## src/rtl/vga_timing_gen.sv

```systemverilog
// Raster timing generator: scan position, visible-pixel flag, active-low syncs, line/frame strobes and frame counter.
// Optional macro VGA_SYNC_ALIGN_EN delays hs/vs by one clock to line them up with registered renderer RGB.
module vga_timing_gen #(
    parameter int H_VISIBLE = 640,
    parameter int H_FRONT   = 16,
    parameter int H_SYNC    = 96,
    parameter int H_BACK    = 48,
    parameter int V_VISIBLE = 480,
    parameter int V_FRONT   = 10,
    parameter int V_SYNC    = 2,
    parameter int V_BACK    = 33
) (
    input  logic       vga_clk,
    input  logic       reset_n,
    output logic [9:0] DrawX,
    output logic [9:0] DrawY,
    output logic       blank,
    output logic       hs,
    output logic       vs,
    output logic       line_start,
    output logic       frame_start,
    output logic [7:0] frame_count
);

    localparam int H_TOTAL = H_VISIBLE + H_FRONT + H_SYNC + H_BACK;
    localparam int V_TOTAL = V_VISIBLE + V_FRONT + V_SYNC + V_BACK;

    generate
        if (H_TOTAL > 1024 || V_TOTAL > 1024 || H_TOTAL < 2 || V_TOTAL < 1) begin : g_size_check
            $error("vga_timing_gen: H_TOTAL and V_TOTAL must lie within the 10-bit counter range");
        end
    endgenerate

    // Thresholds are 11 bits wide so a sync window ending exactly at 1024 still compares correctly.
    localparam logic [10:0] H_LAST   = 11'(H_TOTAL - 1);
    localparam logic [10:0] V_LAST   = 11'(V_TOTAL - 1);
    localparam logic [10:0] H_VIS    = 11'(H_VISIBLE);
    localparam logic [10:0] V_VIS    = 11'(V_VISIBLE);
    localparam logic [10:0] HS_START = 11'(H_VISIBLE + H_FRONT);
    localparam logic [10:0] HS_END   = 11'(H_VISIBLE + H_FRONT + H_SYNC);
    localparam logic [10:0] VS_START = 11'(V_VISIBLE + V_FRONT);
    localparam logic [10:0] VS_END   = 11'(V_VISIBLE + V_FRONT + V_SYNC);

    logic [9:0] x_reg, x_next;
    logic [9:0] y_reg, y_next;
    logic       run_reg;
    logic       blank_reg, blank_next;
    logic       hs_reg, hs_next;
    logic       vs_reg, vs_next;
    logic       line_start_reg, line_start_next;
    logic       frame_start_reg, frame_start_next;
    logic [7:0] frame_count_reg, frame_count_next;
    logic [10:0] x_ext_next, y_ext_next;

    // run_reg is clear only on the first edge after reset, which presents (0,0) instead of advancing,
    // so every output is computed from the next position and stays registered.
    always_comb begin
        x_next           = '0;
        y_next           = '0;
        if (run_reg) begin
            if ({1'b0, x_reg} == H_LAST) begin
                x_next = '0;
                if ({1'b0, y_reg} == V_LAST) begin
                    y_next = '0;
                end else begin
                    y_next = y_reg + 10'd1;
                end
            end else begin
                x_next = x_reg + 10'd1;
                y_next = y_reg;
            end
        end

        x_ext_next       = {1'b0, x_next};
        y_ext_next       = {1'b0, y_next};
        blank_next       = (x_ext_next < H_VIS) && (y_ext_next < V_VIS);
        hs_next          = !((x_ext_next >= HS_START) && (x_ext_next < HS_END));
        vs_next          = !((y_ext_next >= VS_START) && (y_ext_next < VS_END));
        line_start_next  = (x_next == 10'd0);
        frame_start_next = (x_next == 10'd0) && (y_next == 10'd0);

        frame_count_next = frame_count_reg;
        if (frame_start_next && run_reg) begin
            frame_count_next = frame_count_reg + 8'd1;
        end
    end

    always_ff @(posedge vga_clk or negedge reset_n) begin
        if (!reset_n) begin
            x_reg           <= '0;
            y_reg           <= '0;
            run_reg         <= 1'b0;
            blank_reg       <= 1'b0;
            hs_reg          <= 1'b1;
            vs_reg          <= 1'b1;
            line_start_reg  <= 1'b0;
            frame_start_reg <= 1'b0;
            frame_count_reg <= '0;
        end else begin
            x_reg           <= x_next;
            y_reg           <= y_next;
            run_reg         <= 1'b1;
            blank_reg       <= blank_next;
            hs_reg          <= hs_next;
            vs_reg          <= vs_next;
            line_start_reg  <= line_start_next;
            frame_start_reg <= frame_start_next;
            frame_count_reg <= frame_count_next;
        end
    end

    assign DrawX       = x_reg;
    assign DrawY       = y_reg;
    assign blank       = blank_reg;
    assign line_start  = line_start_reg;
    assign frame_start = frame_start_reg;
    assign frame_count = frame_count_reg;

`ifdef VGA_SYNC_ALIGN_EN
    logic hs_dly_reg;
    logic vs_dly_reg;

    always_ff @(posedge vga_clk or negedge reset_n) begin
        if (!reset_n) begin
            hs_dly_reg <= 1'b1;
            vs_dly_reg <= 1'b1;
        end else begin
            hs_dly_reg <= hs_reg;
            vs_dly_reg <= vs_reg;
        end
    end

    assign hs = hs_dly_reg;
    assign vs = vs_dly_reg;
`else
    assign hs = hs_reg;
    assign vs = vs_reg;
`endif

endmodule
```

## config.mk

```make
export PLATFORM = sky130hd
export DESIGN_NAME = vga_timing_gen
export DESIGN_NICKNAME = d
export VERILOG_FILES = /design/src/rtl/vga_timing_gen.sv
export SDC_FILE = /design/constraint.sdc
export NUM_CORES = 1
export LEC_CHECK = 0
export CORE_ASPECT_RATIO = 1.2
export CORE_MARGIN = 2
export CORE_UTILIZATION = 45
export DETAILED_ROUTE_END_ITERATION = 8
export HOLD_SLACK_MARGIN = 0.06
export PLACE_DENSITY = 0.75
export SETUP_SLACK_MARGIN = 0.4
export SLEW_MARGIN = 20
export SYNTH_ARGS = -nofsm -noshare
export SYNTH_HDL_FRONTEND = slang
export SYNTH_SLANG_ARGS = --single-unit
```

## constraint.sdc

```tcl
create_clock -name vga_clk -period 3.7 [get_ports vga_clk]
set_clock_uncertainty 0.05 [all_clocks]
set_input_delay 0.37 -clock vga_clk [delete_from_list [all_inputs] [get_ports vga_clk]]
set_output_delay 0.37 -clock vga_clk [all_outputs]
set_load 0.01 [all_outputs]
```

### Yosys cells after proc, flatten, opt, wreduce, memory -nomap -nowiden

Index checks and enable logic that the tools add are counted.

* equality and inequality tests: 2
* mux-type cells: 5
* $lt $le $gt $ge: 6
* reductions and logical operators: 9
* add/sub/neg operators: 3

Operator list (count)
* 10-bit 2-to-1 mux: 5
* 10-bit by 1-bit adder with 10-bit output, second input constant: 2
* 10-bit equality test, second input constant: 2
* 10-bit logical NOT: 2
* 10-bit less-than comparator, second input constant: 2
* 10-bit by 9-bit less-than comparator with 1-bit output, second input constant: 2
* 10-bit >= comparator, second input constant: 1
* 10-bit by 9-bit >= comparator with 1-bit output, second input constant: 1
* 8-bit by 1-bit adder with 8-bit output, second input constant: 1
* 1-bit logical AND: 5
* 1-bit logical NOT: 2

* flip-flop bits (word level): 34
* output and inout port bits: 33

### Longest topological paths before layout

Gate-level depths: netlist of run 1.

* depth in word-level cells: 7
* mapped depth: 12
* mapped depth without buffers: 10

### Least setup slack after synthesis of run 1

OpenSTA, ideal clock, no wires.

* kind: register to register
* from: register x_reg[1], in the netlist DrawX[1]
* to: register frame_count_reg[7], in the netlist frame_count[7]
* path slack: 0.948 ns
* path buffers: 3
* data arrival time: 2.622 ns
* setup time: 0.079 ns
* cell stages (with the launch flop): 13
* required time: 3.571 ns
* cells stage by stage: dfrtp_1 ha_1 buf_4 and4_1 buf_4 nand3_4 buf_6 o21ai_4 o221ai_1 nor4_4 nand4_4 nor4_2 xor2_1

* cells in the longest elaborated chain, start to end: 6
* elaborated cells on any way between the ends: 10
* classes of those cells: add/sub: 1; eq/ne: 1; mux: 4; reduce/logical: 4

Ends and longest elaborated chain
* from (decl): RTL line 44 `logic [9:0] x_reg, x_next;`
* from (signal assigned): RTL line 100 `x_reg <= x_next;`
* 10-bit by 1-bit adder with 10-bit output / 10-bit equality test (equally long branches): RTL line 69, 61
* 10-bit 2-to-1 mux: RTL line 61 `if ({1'b0, x_reg} == H_LAST) begin`
* 10-bit 2-to-1 mux: RTL line 60 `if (run_reg) begin`
* 10-bit logical NOT: RTL line 80 `frame_start_next = (x_next == 10'd0) && (y_next == 10'd0);`
* 1-bit logical AND *: RTL line 80
* 1-bit logical AND *: RTL line 83 `if (frame_start_next && run_reg) begin`
* to (signal assigned): RTL line 108 `frame_count_reg <= frame_count_next;`
* to (decl): RTL line 52 `logic [7:0] frame_count_reg, frame_count_next;`

Mark *: on every way between the ends. The rest lies on a longest branch, timed or not.
A chain may end at the register's enable or synchronous reset.

### Final worst setup path of run 1

* from: register x_reg[0], in the netlist DrawX[0]
* to: register frame_count_reg[1], in the netlist frame_count[1]

* cells in the longest elaborated chain, start to end: 6
* elaborated cells on any way between the ends: 10
* classes of those cells: add/sub: 1; eq/ne: 1; mux: 4; reduce/logical: 4

Ends and longest elaborated chain
* 10-bit equality test: RTL line 61
* 10-bit 2-to-1 mux: RTL line 61
* 10-bit 2-to-1 mux: RTL line 60
* via y_next[9]: RTL line 45 `logic [9:0] y_reg, y_next;`
* 10-bit logical NOT: RTL line 80
* 1-bit logical AND: RTL line 80
* 1-bit logical AND: RTL line 83

The timed path passes the listed nets, and every way through them passes these cells.

==> impl_metrics.py, run 1 <==
metrics = {
    "synthesis": {
        "syn_inst": 211,
        "synth.cell_area_mm2": 0.00202,
        "synth-compound-area-share_pct": 10.1,
        "synth_edf_count": 0,
        "async_reset_ff_share_pct": 100,
        "ys_seq_area_share_pct": 42.3,
        "ys_types": 50,
        "ys_seq_elements": 34,
        "synth-adder-area-share_pct": 2.48,
        "syn_area_per_cell_um2": 9.55,
        "yosysWarnings": 0,
        "synthSimpleGateAreaFrac_pct": 28.8,
        "synth_top_family_by_area": "simple AND/OR/NAND/NOR gates",
        "synth_mux_area_share_pct": 1.06,
        "synth_xor_area_share_pct": 10.4,
        "synth_nets": 217,
        "ys.flop_type": "dfrtp_1",
    },
    "place": {
        "gp_congestion": 0.919,
        "portBuffers": 34,
        "dpl_worst_slack_ns": 0.575,
        "dp_hpwl_mm": 3.15,
    },
    "global_routing": {
        "grt-ovfl-total": 0,
        "grt_pass1_vias": 1592,
        "antenna_found_initial": 0,
        "grt_use_total_pct": 20.0,
        "grt_max_degree": 35,
        "grt_pass1_wl_mm": 7.74,
    },
    "clock_tree": {
        "clk_path_buf_depth": 2,
        "cts_buffers": 5,
        "cts.sinks": 34,
        "cts_tree": "built",
        "clkLatencyLatePin_ns": 0.28,
        "cts_root_buffer": "clkbuf_8",
        "clk_pin_slew_worst_paths_ns": 0.07,
        "htree_levels": 2,
    },
    "sta": {
        "rsz0062_at_grt": "false",
        "worst_slack_ns": 0.713,
        "worst_slew_pin_slew_ns": 0.562,
        "fmax_mhz": 335,
        "hold_viol": 0,
        "drv_slew": 0,
        "slew_headroom_pct": 62.2,
        "setup-violations-final": 0,
        "period_minus_slack_ns": 2.99,
        "totalNegativeSetupSlack_ns": 0,
        "fin_crit_sh_pct": 80.7,
        "holdWs_ns": 0.420,
    },
    "drt": {
        "drtIter0Drc": 102,
        "antenna_left": 0,
        "drtPass1Iterations": 5,
        "wl_mm": 4.48,
        "drcViolationCount": 0,
        "avgRoutedWirePerCell_um": 15.1,
        "routed_via_density": 5.66,
        "vias": 1674,
    },
    "finish": {
        "regArea_um2": 853,
        "layout_common_cells": "clkdlybuf4s50_1, dfrtp_1, nor2_1, nand3_1, xor2_1",
        "drive_gt1_share_pct": 9.17,
        "nNetsFinal": 246,
        "final_common_cell": "clkdlybuf4s50_1",
        "multi_input_area_mm2": 0.00108,
        "area_growth_pct": 23.3,
        "diodes": 0,
        "fillers": 399,
    },
    "die": {
        "die_w_um": 65.1,
        "fp.coreArea_mm2": 0.00429,
        "die-area_mm2": 0.00503,
        "num_io_pins": 35,
        "num_rows": 26,
        "start_util_pct": 46.9,
        "die_h_um": 77.3,
    },
    "critical_path": {
        "critPathSlowestCell": "or4_1",
        "path_max_fanout": 11,
        "worst-r2r-setup-slack_ns": 0.71,
        "max_stage_delay_ns": 0.54,
        "reg2regPathDepth": 8,
        "endpoint_kind": "flip-flop",
        "crit_chain": "ha_2 > and4_2 > nand3_4 > or4_1 > a21oi_1 > nor4_4 > nand4_4 > mux2_1",
        "reg2reg_from": "DrawX[0]",
        "rr_endpoint": "frame_count[1]",
        "cp.required_ns": 3.82,
        "crit_arrival_ns": 3.11,
        "crit_type": "reg2reg",
        "start_kind": "flip-flop",
    },
    "hold_path": {
        "hp-start": "frame_count[7]",
        "min_path_type": "reg2reg",
        "hold_depth": 1,
        "hold_path_end": "frame_count[7]",
    },
    "pwr": {
        "net-switching-power_mw": 0.256,
        "clkPwrFrac_pct": 34.8,
        "ir_worst_vdd_uv": 148,
        "swShare_pct": 26.1,
        "intPower_mw": 0.726,
        "leakage_nw": 0.989,
        "powerDensity_mw_per_mm2": 395,
        "seqPwrFrac_pct": 46.2,
        "p_comb_share_pct": 18.9,
    },
    "run": {
        "maxCapViolCount": 0,
    },
    "run_status": {
        "outcome": "finished, final reports clean",
    },
}
metal layers:
metal  vias up  share of wire, %  track usage [%]  wire length, um
met5         -                 0                0                0
met4         0               2.5             8.96              111
met3        10               4.6             4.55              204
met2        56                51             32.4             2280
met1       801                42             25.1             1880
li1        807                 -                -                -
power groups by stage:
stage          Sequential [mW]  Clock (mW)  Combinational (mW)
2_1_floorplan            0.469           0              0.0761
3_3_place_gp             0.458           0               0.183
3_5_place_dp             0.461           0               0.188
4_1_cts                  0.455       0.349               0.189
5_1_grt                  0.462       0.367               0.204
6_report                 0.454       0.342               0.186
synth_stat cells (3+ instances only):
cell      instances  area [um2]
buf_2             3        15.0
ha_1              4        50.1
a31oi_1           3        18.8
and3_1            6        37.5
inv_1             6        22.5
o21ai_0           4        20.0
nand3_1          13        65.1
clkbuf_1          6        22.5
dfrtp_1          32         801
a21oi_1           5        25.0
nand2_1          12        45.0
nor3_1            4        20.0
xnor2_1          11        96.3
nor2_1           27         101
buf_4             3        22.5
and4_1            3        26.3
xor2_1           13         114
nand4_1           8        50.1
nor4_2            3        37.5
nor4_1            3        18.8
and2_1            4        25.0
per-stage QoR:
stage	area, um2	cells	power (mW)	utilization, %
floorplan	2020	211	0.545	-
global placement	2360	289	0.641	55.0
detailed placement	2360	289	0.649	55.0
CTS	2470	296	0.993	57.6
global route	2480	296	1.03	57.9
finish	2480	296	0.982	57.9
timing repair:
action / 4_1_cts / 5_1_grt
endpoints found under the setup margin: 0 / 7
hold buffers: 0 / 0
setup buffers: 0 / 0
resized for setup: 0 / 3
logic make-up (layout without fill, tap and decap cells):
logic type                 Yosys count  count (layout)
muxes                                2               2
AOI/OAI and AO/OA                   29              29
and+or+nand+nor                     98              98
buffers and inverters               19              48
other                                1               1
DFF                                 34              34
adders and majority gates            4               4
xor gates and xnor gates            24              24
final cells by class:
cell class / instances / share of cell area [%]
sequential: 34 / 34.3
clock inverter: 1 / 1.21
tap: 56 / 2.82
multi-input combinational: 158 / 43.4
timing repair buffer: 35 / 14.0
inverter: 6 / 0.906
clock buffer: 6 / 3.32
worst max-delay path by stage:
| stage | start | endpoint | slack, ns | depth (start not counted) |
|---|---|---|---|---|
| finish | DrawX[0] | frame_count[1] | 0.71 | 8 |
| global route | DrawX[0] | frame_count[7] | 0.42 | 9 |
| CTS | DrawX[0] | frame_count[1] | 0.56 | 8 |
| detailed placement | DrawX[0] | frame_count[1] | 0.57 | 8 |
| global placement | DrawX[1] | frame_count[1] | 0.67 | 8 |
| floorplan | DrawX[1] | frame_count[7] | 0.95 | 12 |
critical path, delay by kind of cell, from the launching register on:
kind / cells / cell delay [ns]
mux: 1 / 0.33
fa+ha+maj: 1 / 0.30
compound gates: 1 / 0.38
simple gates: 5 / 1.38
flops: 1 / 0.42
No activity file was read; power rests on OpenSTA's default activity.
==> run 2: changes to the inputs <==
Settings changed: PLACE_DENSITY 0.75 to 0.77.
Clock period 3.7 ns to 2.48 ns, I/O delays scaled along.
==> impl_metrics.py, run 2 (synthesis gave the netlist of run 1 again) <==
metrics = {
    "clock_tree": {
        "cts.sinks": 34,
        "cts_buffers": 5,
        "clkLatencyLatePin_ns": 0.30,
        "cts_root_buffer": "clkbuf_8",
        "clk_path_buf_depth": 2,
        "htree_levels": 2,
        "cts_tree": "built",
        "hold_buffers": 0,
        "clk_pin_slew_worst_paths_ns": 0.08,
    },
    "sta": {
        "period_minus_slack_ns": 2.73,
        "fmax_mhz": 366,
        "worst_slack_ns": -0.254,
        "drv_slew": 0,
        "slew_headroom_pct": 59.4,
        "holdWs_ns": 0.301,
        "setup-violations-final": 8,
        "worst_slew_pin_slew_ns": 0.609,
        "totalNegativeSetupSlack_ns": -1.60,
        "rsz0062_at_grt": "true",
        "fin_crit_sh_pct": 110,
        "hold_viol": 0,
    },
    "global_routing": {
        "grt_max_degree": 35,
        "grt_pass1_vias": 1952,
        "grt-ovfl-total": 0,
        "antenna_found_initial": 0,
        "grt_use_total_pct": 24.1,
        "grt_pass1_wl_mm": 9.27,
    },
    "finish": {
        "nNetsFinal": 312,
        "diodes": 0,
        "layout_common_cells": "buf_4, clkdlybuf4s50_1, dfrtp_1, nor2_1",
        "final_common_cell": "buf_4",
        "drive_gt1_share_pct": 39.1,
        "final_cells": 363,
        "area_growth_pct": 61.6,
        "design_area_mm2": 0.00326,
    },
    "critical_path": {
        "crit_top_cell": "buf_4",
        "endpoint_kind": "flip-flop",
        "cp.required_ns": 2.65,
        "critPathSlowestCell": "dfrtp_2",
        "crit_chain": "buf_4 > ha_2 > nand3_4 > buf_6 > o211ai_1 > o31ai_4 > nor4_4 > nand4_4 > buf_4 > nor2_2 > xor2_1",
        "crit_arrival_ns": 2.90,
        "max_stage_delay_ns": 0.42,
        "crit_type": "reg2reg",
        "crit_buf_inv": 3,
        "startpoint": "DrawY[0]",
        "start_kind": "flip-flop",
        "path_max_fanout": 4,
        "reg2reg_from": "DrawY[0]",
        "crit_family": "simple AND/OR/NAND/NOR gates",
    },
    "pwr": {
        "intPower_mw": 1.13,
        "total_power_mw": 1.59,
        "powerDensity_mw_per_mm2": 487,
        "p_comb_share_pct": 23.1,
        "net-switching-power_mw": 0.454,
        "leakage_nw": 1.40,
        "swShare_pct": 28.6,
        "ir_worst_vdd_uv": 544,
        "seqPwrFrac_pct": 42.9,
        "clkPwrFrac_pct": 34.0,
    },
    "die": {
        "die_w_um": 65.1,
        "fp.coreArea_mm2": 0.00429,
        "num_rows": 26,
        "die-area_mm2": 0.00503,
        "die_h_um": 77.3,
        "num_io_pins": 35,
        "start_util_pct": 46.9,
    },
    "drt": {
        "antenna_left": 0,
        "drtPass1Iterations": 4,
        "vias": 2071,
        "drtIter0Drc": 152,
        "routed_via_density": 5.71,
        "wl_mm": 6.74,
        "avgRoutedWirePerCell_um": 18.6,
        "drcViolationCount": 0,
    },
    "run_status": {
        "failed_checks": "setup timing",
        "outcome": "complete, but fails checks",
    },
    "run": {
        "maxCapViolCount": 0,
    },
    "place": {
        "placed_area_mm2": 0.00270,
        "place_inst": 325,
        "portBuffers": 34,
        "dp_hpwl_mm": 3.77,
        "gp_congestion": 0.871,
    },
    "hold_path": {
        "min_path_type": "in2async",
    },
}
==> run 2: cell count changes in the layout (fill, tap and decap cells not counted), moves of 3 or more <==
cell and change:
nor2_1 -6, nor4_4 +4, buf_6 +8, dfrtp_2 +4
buf_4 +57, nor4_2 -4, nor3_1 -3, dfrtp_1 -4
nand3_1 -4, nor2_2 +4
==> run 2: worst paths after layout <==
check                      cells after the start  slack, ns        endpoint
max in group asynchronous                      2       1.71              hs
setup reg to reg                              11      -0.25  frame_count[4]
setup / recovery                              11      -0.25  frame_count[4]
min in group vga_clk                           1       0.43  frame_count[7]
hold / removal                                 2       0.30        DrawX[2]
hold reg to reg                                1       0.43  frame_count[7]
==> run 2: area by class of cell <==
class	instances	area (um2)
inverters	6	25.0
flip-flops and latches	34	858
repair buffers	101	886
clock inverters	1	30.0
fillers	274	1040
clock buffers	7	86.3
multi-input cells	158	1300
well taps	56	70.1
==> run 2: routing by layer <==
layer	vias to the layer above	wire length [um]	share of wire [%]	GRT usage, %
met5	-	0	0	0
met4	0	180	2.7	11.3
met3	17	271	4.0	3.37
met2	69	3580	53	42.1
met1	1048	2710	40	28.9
li1	937	-	-	-
==> run 2: through the flow <==
| step | util (%) | worst slack [ns] |
|---|---|---|
| final | 75.8 | -0.254 |
| after global routing | 75.8 | -0.292 |
| after CTS | 70.0 | -0.0527 |
| after detailed placement | 62.9 | -0.0656 |
| after global placement | 62.9 | 0.00879 |
| after floorplan | - | -0.130 |
==> run 2: timing repair <==
action                     CTS  global route
setup buffers               14            16
setup endpoints to repair   12            12
pin swaps                    8            14
resized for setup           15            31
==> run 2: worst reg2reg max path: stages (launching register included) <==
cell,delay [ns]
dfrtp_2,0.42
buf_4,0.13
ha_2,0.21
nand3_4,0.12
buf_6,0.17
o211ai_1,0.30
o31ai_4,0.16
nor4_4,0.38
nand4_4,0.20
buf_4,0.21
nor2_2,0.13
xor2_1,0.17
==> run 2: power groups by stage <==
stage	clock, mW	sequential (mW)	combinational (mW)
2_1_floorplan	0	0.700	0.129
3_3_place_gp	0	0.681	0.309
3_5_place_dp	0	0.681	0.316
4_1_cts	0.538	0.674	0.348
5_1_grt	0.567	0.687	0.386
6_report	0.539	0.681	0.365
==> run 3: changes to the inputs <==
Settings changed: CTS_BUF_LIST set to sky130_fd_sc_hd__clkbuf_16.
==> impl_metrics.py, run 3 (synthesis gave the netlist of run 1 again) <==
metrics = {
    "critical_path": {
        "crit_arrival_ns": 2.82,
        "endpoint_kind": "flip-flop",
        "crit_type": "reg2reg",
        "start_kind": "flip-flop",
        "startpoint": "DrawY[1]",
        "reg2reg_from": "DrawY[1]",
        "worst-r2r-setup-slack_ns": -0.19,
        "cp.required_ns": 2.63,
        "path_max_fanout": 7,
    },
    "pwr": {
        "net-switching-power_mw": 0.457,
        "intPower_mw": 1.27,
        "p_comb_share_pct": 20.4,
        "total_power_mw": 1.72,
        "leakage_nw": 1.37,
        "swShare_pct": 26.5,
        "powerDensity_mw_per_mm2": 545,
        "ir_worst_vdd_uv": 671,
        "clkPwrFrac_pct": 40.2,
        "seqPwrFrac_pct": 39.4,
    },
    "global_routing": {
        "grt_pass1_vias": 1991,
        "grt_pass1_wl_mm": 9.25,
        "grt_max_degree": 35,
        "antenna_found_initial": 0,
        "grt_use_total_pct": 24.0,
        "grt-ovfl-total": 0,
    },
    "die": {
        "start_util_pct": 46.9,
        "num_io_pins": 35,
        "die_w_um": 65.1,
        "die-area_mm2": 0.00503,
        "die_h_um": 77.3,
        "fp.coreArea_mm2": 0.00429,
        "num_rows": 26,
    },
    "drt": {
        "antenna_left": 0,
        "drtPass1Iterations": 4,
        "vias": 1980,
        "avgRoutedWirePerCell_um": 17.2,
        "drtIter0Drc": 131,
        "drcViolationCount": 0,
        "wl_mm": 6.04,
        "routed_via_density": 5.63,
    },
    "sta": {
        "totalNegativeSetupSlack_ns": -1.18,
        "slew_headroom_pct": 66.3,
        "rsz0062_at_grt": "true",
        "hold_viol": 0,
        "fin_crit_sh_pct": 108,
        "setup-violations-final": 8,
        "worst_slew_pin_slew_ns": 0.505,
        "period_minus_slack_ns": 2.67,
        "worst_slack_ns": -0.192,
        "drv_slew": 0,
        "fmax_mhz": 374,
    },
    "finish": {
        "area_growth_pct": 56.9,
        "nNetsFinal": 301,
        "final_common_cell": "buf_4",
        "layout_common_cells": "buf_4, clkdlybuf4s50_1, dfrtp_1, nor2_1",
        "final_cells": 352,
        "drive_gt1_share_pct": 34.5,
        "finalCoreUtilization_pct": 73.7,
        "diodes": 0,
    },
    "place": {
        "dp_hpwl_mm": 3.77,
        "gp_congestion": 0.871,
        "portBuffers": 34,
        "place_inst": 325,
    },
    "clock_tree": {
        "cts_tree": "built",
        "hold_buffers": 0,
        "clk_path_buf_depth": 2,
        "clkLatencyLatePin_ns": 0.28,
        "htree_levels": 2,
        "cts_buffers": 5,
        "cts.sinks": 34,
        "cts_root_buffer": "clkbuf_16",
        "clk_pin_slew_worst_paths_ns": 0.05,
    },
    "run": {
        "maxCapViolCount": 0,
    },
    "run_status": {
        "failed_checks": "setup timing",
        "outcome": "complete, but fails checks",
    },
    "hold_path": {
        "min_path_type": "in2async",
    },
}
-- run 3: stage by stage --
step	hold slack, ns	area [um2]	setup slack (ns)
2_1_floorplan	-0.0976	2100	-0.130
3_3_place_gp	0.418	2700	0.00879
3_5_place_dp	0.433	2700	-0.0656
4_1_cts	0.349	3000	-0.0895
5_1_grt	0.400	3160	-0.287
6_report	0.323	3160	-0.192
-- run 3: layout make-up --
type                    instances  area [um2]
well taps                      56        70.1
multi-input cells             158        1270
clock buffers                   5         125
repair buffers                 90         781
fillers                       292        1130
clock inverters                 3        37.5
inverters                       6        25.0
flip-flops and latches         34         856
-- run 3: power groups by stage --
stage	clock [mW]	sequential (mW)	combinational, mW
3_5_place_dp	0	0.681	0.316
2_1_floorplan	0	0.700	0.129
6_report	0.693	0.679	0.352
3_3_place_gp	0	0.681	0.309
4_1_cts	0.704	0.677	0.343
5_1_grt	0.723	0.686	0.374
-- run 3: timing repair --
action	CTS	global route
gates resized for setup	10	20
buffers inserted	8	11
endpoints found under the setup margin	12	13
pin swaps	5	14
endpoints found under the hold margin	0	0
-- run 3: layer usage --
| layer | routed length (um) | part of all wire [%] | track usage, % |
|---|---|---|---|
| met4 | 193 | 3.2 | 11.3 |
| met1 | 2390 | 40 | 28.4 |
| met3 | 304 | 5.0 | 4.55 |
| met5 | 0 | 0 | 0 |
| met2 | 3160 | 52 | 41.5 |
-- run 3: final timing paths --
| check | cells past startpoint | endpoint |
|---|---|---|
| setup reg to reg | 12 | frame_count[6] |
| hold reg to reg | 1 | frame_count[7] |
| setup / recovery | 12 | frame_count[6] |
| max in group asynchronous | 2 | hs |
| hold / removal | 2 | DrawX[2] |
| min in group vga_clk | 1 | frame_count[7] |
-- run 3: worst max-delay path, cell delays in order, from the launching register on --
cell,delay (ns)
dfrtp_1,0.42
inv_2,0.11
ha_4,0.13
and3b_1,0.15
nand4_1,0.26
nand3_2,0.23
buf_4,0.15
o31ai_4,0.08
nor4_4,0.35
nand4_4,0.16
buf_12,0.18
nor4_4,0.15
xor2_1,0.18
